$ cat src/rtl/mul16_seq_ctrl.sv
// Sequential 16x16 unsigned shift-and-add multiplier, one partial product per clock.
// Optional macro MUL16_ZERO_SKIP_EN: a zero operand finishes one cycle after acceptance.
module mul16_seq_ctrl (
    input  logic        clk,
    input  logic        rst,
    input  logic        start,
    input  logic [15:0] a,
    input  logic [15:0] b,
    output logic        busy,
    output logic        done,
    output logic [31:0] product
);

    typedef enum logic {
        IDLE,
        RUN
    } state_t;

    state_t      state;
    logic [15:0] a_reg;
    logic [15:0] b_reg;
    logic [31:0] acc;
    logic [3:0]  cnt;
    logic [31:0] pp_shifted;
    logic [31:0] acc_next;
`ifdef MUL16_ZERO_SKIP_EN
    logic        skip;
`endif

    // Partial product for the current multiplier bit, aligned to its weight.
    always_comb begin
        pp_shifted = {16'd0, a_reg & {16{b_reg[cnt]}}} << cnt;
        acc_next   = acc + pp_shifted;
    end

    always_ff @(posedge clk) begin
        if (rst) begin
            state   <= IDLE;
            a_reg   <= 16'd0;
            b_reg   <= 16'd0;
            acc     <= 32'd0;
            cnt     <= 4'd0;
            busy    <= 1'b0;
            done    <= 1'b0;
            product <= 32'd0;
`ifdef MUL16_ZERO_SKIP_EN
            skip    <= 1'b0;
`endif
        end else begin
            done <= 1'b0;
            case (state)
                IDLE: begin
                    if (start) begin
                        a_reg <= a;
                        b_reg <= b;
                        acc   <= 32'd0;
                        cnt   <= 4'd0;
                        busy  <= 1'b1;
                        state <= RUN;
`ifdef MUL16_ZERO_SKIP_EN
                        skip  <= (a == 16'd0) || (b == 16'd0);
`endif
                    end
                end
                RUN: begin
`ifdef MUL16_ZERO_SKIP_EN
                    if (skip) begin
                        product <= 32'd0;
                        done    <= 1'b1;
                        busy    <= 1'b0;
                        skip    <= 1'b0;
                        state   <= IDLE;
                    end else
`endif
                    begin
                        acc <= acc_next;
                        // Step 15 always terminates; cnt is never allowed to wrap into a 17th step.
                        if (cnt == 4'd15) begin
                            product <= acc_next;
                            done    <= 1'b1;
                            busy    <= 1'b0;
                            state   <= IDLE;
                        end else begin
                            cnt <= cnt + 4'd1;
                        end
                    end
                end
                default: state <= IDLE;
            endcase
        end
    end

endmodule

$ cat config.mk
export PLATFORM = sky130hd
export DESIGN_NAME = mul16_seq_ctrl
export DESIGN_NICKNAME = d
export VERILOG_FILES = /design/src/rtl/mul16_seq_ctrl.sv
export SDC_FILE = /design/constraint.sdc
export NUM_CORES = 1
export LEC_CHECK = 0
export BUFFER_PORTS_ARGS = -buffer_cell sky130_fd_sc_hd__buf_4
export CORE_ASPECT_RATIO = 0.6
export CORE_MARGIN = 5
export CORE_UTILIZATION = 64
export CTS_CLUSTER_DIAMETER = 120
export DETAILED_ROUTE_END_ITERATION = 8
export GPL_TIMING_DRIVEN = 0
export MAX_ROUTING_LAYER = met4
export PLACE_DENSITY_LB_ADDON = 0.1
export SYNTH_ARGS = -nofsm -noshare
export SYNTH_HDL_FRONTEND = slang
export SYNTH_SLANG_ARGS = --single-unit
$ cat constraint.sdc
create_clock -name clk -period 6.95 [get_ports clk]
set_clock_uncertainty 0.2 [all_clocks]
set_input_delay 0.695 -clock clk [delete_from_list [all_inputs] [get_ports clk]]
set_output_delay 0.695 -clock clk [all_outputs]
set_load 0.1 [all_outputs]
== Yosys cells after proc, flatten, opt, wreduce, memory -nomap -nowiden ==
Cells that the tools add are included.

* Register bits after elaboration: 103
* Bits in latches: 0
* RAM bits: 0
* Memory bits (read-only): 0
* Input bits: 35
* Output and inout bits: 34
* Word-level logic and storage cells: 37
* Memories: 0

* $add $sub $neg: 2
* Multiply operators: 0
* Divide/modulo/power cells: 0
* Order comparisons: 1
* Equal/unequal tests: 4
* Shifts and indexed selects: 1
* Multiplexer cells: 14
* Bitwise logic cells: 2
* Reductions and logical operators: 5

{| class="wikitable"
|+ Operators by type and width
! operator !! number
|-
| one-hot mux 32 bit (2 select lines) || 1
|-
| adder 32 bit || 1
|-
| two-way mux 32 bit || 1
|-
| left shift 16 x 4 -> 32 bit || 1
|-
| AND 16 bit || 1
|-
| two-way mux 4 bit || 2
|-
| one-hot mux 4 bit (2 select lines) || 1
|-
| AND reduction 2 bit || 4
|-
| two-way mux 1 bit || 6
|-
| < comparator 4 x 5 -> 1 bit, second input constant || 1
|-
| adder 4 x 1 -> 4 bit, second input constant || 1
|-
| binary-select mux 1 bit (select 4 bit) || 1
|-
| equality test 4 bit, second input constant || 1
|-
| inequality test 2 bit, second input constant || 2
|-
| one-hot mux 1 bit (2 select lines) || 2
|-
| inequality test 2 x 1 -> 1 bit, second input constant || 1
|-
| OR reduction 2 bit || 1
|-
| NOT 1 bit || 1
|}

== Longest topological paths before layout ==
* Word-level depth: 6
* Mapped depth: 18

== Worst setup path after synthesis ==
OpenSTA, ideal clock, no wires.

* Path type: register to register
* Start point: reg cnt[0]
* End point: reg product[24]
* Data arrival time: 3.433 ns
* Slack: 3.199 ns
* Stages on the path, launching flop included: 17
* Period minus slack after synthesis: 3.751 ns
* Cell sequence: dfxtp_1 -> buf_4 -> mux4_2 -> mux2i_1 -> inv_1 -> nand2_1 -> buf_4 -> nor2_1 -> ha_1 -> fa_1 -> a21o_1 -> a221o_1 -> a32oi_1 -> o22a_1 -> o221ai_2 -> xor2_1 -> a22o_1

* Cells in the longest elaborated chain, start to end: 5

{| class="wikitable"
|+ Ends and longest elaborated chain
! item !! RTL line !! text
|-
| start: declaration || 23 || <nowiki>logic [3:0] cnt;</nowiki>
|-
| start signal: assignment || 84 || <nowiki>cnt <= cnt + 4'd1;</nowiki>
|-
| binary-select mux 1 bit (select 4 bit) || 32 || <nowiki>pp_shifted = {16'd0, a_reg & {16{b_reg[cnt]}}} << cnt;</nowiki>
|-
| two-way mux 1 bit (implied by the code) || 32 ||
|-
| AND 16 bit || 32 ||
|-
| left shift 16 x 4 -> 32 bit || 32 ||
|-
| adder 32 bit || 33 || <nowiki>acc_next = acc + pp_shifted;</nowiki>
|-
| end signal: assignment || 79 || <nowiki>product <= acc_next;</nowiki>
|-
| end: declaration || 11 || <nowiki>output logic [31:0] product</nowiki>
|}

Several ways; a longest one is shown, not always the timed one. The select of a mux whose other input is x is not followed.
A chain may end at the register's enable or synchronous reset.

== Worst setup path after layout ==
* Start point: reg cnt[0]
* End point: reg product[31]

Same word-level chain as after synthesis.

==> results.txt <==
Syn Area/Cell: 7.96 µm²
final wirelength: 20200 µm
crit path cell chain: buf_4 > mux4_2 > mux2i_1 > inv_1 > nand2_1 > buf_4 > inv_2 > a32oi_1 > o21ai_1 > ha_1 > nand2_1 > nor3_1 > o21a_1 > o21ai_2 > a211oi_1 > o21ai_0 > a32o_1
Max stage delay on crit path: 590 ps
Pleak: 3.11 nW
Core Footprint: 0.00974 mm²
Min-Delay Endpoint: b_reg[0]
FMAX: 0.215 GHz
drt wl/cell: 20.0 µm
status: completed
Final setup viols: 0
worst r2r src: cnt[0]
Crit Path Class: reg -> reg
total die area: 0.0120 mm²
worst-skew pair later-pin latency: 360 ps
Async SR Flop Fraction: 0
num rows: 28
Synth Warn #: 0
Regs by FF count: acc (32), product (32)
Root Driver: clkbuf_16
share of cells above drive strength 1: 0.145
IO Pins: 69
total CTS buffers: 9
maximum vdd drop: 0.123 mV
hold_sp: b_reg[0]
RSZ-0062 raised after global routing: false
post-cts sizing count: 0
path depth of the worst reg2reg path: 17
post-route ant nets: 0
hold crit path type: reg -> reg
clk sinks: 103
Synth Area in Compound Gates: 0.257
largest net degree at the start of global routing: 19
final worst slack: 2300 ps
top-area cell type share of the netlist area: 0.327
synthesized-area fraction occupied by and/or/nand/nor cells: 0.206
Final Hold Viols: 0
nets: 938
Startpoint Class: flip-flop
GR Overflow Total: 0
Setup TNS: 0 ps
Final min period: 4650 ps
Layout area overhead: 15.8%
Layout Utilization: 0.749
slowest CP cell: a211oi_1
synthesized instance count: 792
CP arrival: 4690 ps
hold_buf cts: 0
Pwr Density: 178 mW/mm²
#FFs+latches synth: 103
CP required: 6990 ps
DRC viols: 0
Initial Util: 0.647
DPL Wire Length: 15500 µm
CTS max path bufs: 2
count of different cell masters after synthesis: 73
global-route wire length before repair: 31900 µm
Die Span Y: 86.9 µm
Area contributors post-synth: dfxtp_1, nand2_1, a21oi_1, ha_1, a22o_1
vias per cell: 6.63
Worst-path clk slew: 80 ps
MaxCap Viol Count: 0
CTS HTree Levels: 3
crit end category: flip-flop
Setup WS pre-CTS: 2440 ps
EDFF count, synth: 0
Reg-to-Reg End: product[31]
syn_nets: 860
Seq/Total Area, Yosys: 0.327
total track usage: 0.342
Synth top cells by count: nand2_1, dfxtp_1, a21oi_1
Die X: 138 µm
top-count cell post-synth: nand2_1
initial antenna violation count: 0
CTS tree: yes
worst hold stages: 2
final period utilization: 0.669
main flop type after synthesis: dfxtp_1
post-synthesis mux area share: 0.0595
vias in the first global route: 6120
DRT iter0 DRCs: 1104
I/O Buffers: 67
first drt pass iteration count: 6
Rel. slew slack: 0.416
xor/xnor cell area share of the yosys netlist: 0.0361
overall via count from detail_route: 6702
main combinational cell family by area after synthesis: compound AO/OA/AOI/OAI gates
fin. max-slew vios: 0
Synth area leader: dfxtp_1
CP max FO: 10
Final GP Congestion: 1.04
Mapped Area: 0.00631 mm²
Setup Fix Bufs, Post-CTS: 0
Adder-Cell Fraction of Synth Area: 0.0667
Reg2Reg Setup Slack: 2300 ps
Least-Margin Pin Slew: 871 ps
[area by class of cell]
cell class,count,area [µm²]
well taps,135,169
flip-flops and latches,103,2060
multi-input cells,617,3950
diodes,1,2.50
fillers,780,2440
plain buffers,55,240
repair buffers,67,503
clock inverters,6,75.1
clock buffers,10,239
inverters,17,63.8
[cell families (layout without fill, tap and decap cells)]
logic type | count (synthesis) | count (layout)
XOR/XNOR | 26 | 26
AND/OR/NAND/NOR | 285 | 285
multiplexers | 27 | 27
flip-flops | 103 | 103
AO/OA/AOI/OAI | 246 | 246
adder cells (fa/ha/maj) | 33 | 33
other | 0 | 1
buffers and inverters | 72 | 155
[routing by layer]
layer | up-vias | GRT usage | routed length [µm]
met2 | 460 | 0.490 | 8310
met1 | 3178 | 0.473 | 8870
li1 | 3010 | - | -
met4 | 0 | 0.0969 | 528
met5 | - | - | 0
met3 | 54 | 0.0954 | 2520
[power breakdown]
group,switching (W),internal [W]
Clock,0.000246,0.000295
Combinational,0.0000922,0.0000501
Sequential,0.0000117,0.000603
Total,0.000350,0.000948
[critical path, delay by kind of cell (launching register included)]
kind,cells,cell delay [ps]
buf+inv,4,610
simple gates,3,490
compound gates,7,1650
flops,1,350
fa+ha+maj,1,400
mux,2,840
[worst max path at each step]
stage               cells past startpoint    from          end
finish                                 17  cnt[0]  product[31]
global route                           17  cnt[0]  product[31]
CTS                                    16  cnt[0]  product[24]
detailed placement                     16  cnt[0]  product[24]
global placement                       16  cnt[0]  product[24]
floorplan                              16  cnt[0]  product[24]
[metrics by stage]
step | cell area, µm² | power (W) | std cells | hold slack (ps)
finish | 7300 | 0.00130 | 1011 | 256
global route | 7300 | 0.00134 | 1010 | 277
CTS | 7290 | 0.00129 | 1010 | 257
detailed placement | 6980 | 0.000763 | 994 | 247
global placement | 6980 | 0.000758 | 994 | 239
floorplan | 6310 | 0.000711 | 792 | 231
[cell usage in the layout, fill, tap and decap left out, types with 11 or more instances in the layout]
cell      count
nand2_1     132
dfxtp_1     103
a21oi_1      95
buf_4        69
nor2_1       67
clkbuf_1     33
a22o_1       33
ha_1         32
o21ai_0      31
mux2i_1      15
xnor2_1      15
inv_1        14
nand4_1      13
nor3b_1      12
buf_2        11
nand3_1      11
xor2_1       11
No activity file was read; power rests on OpenSTA's default activity.
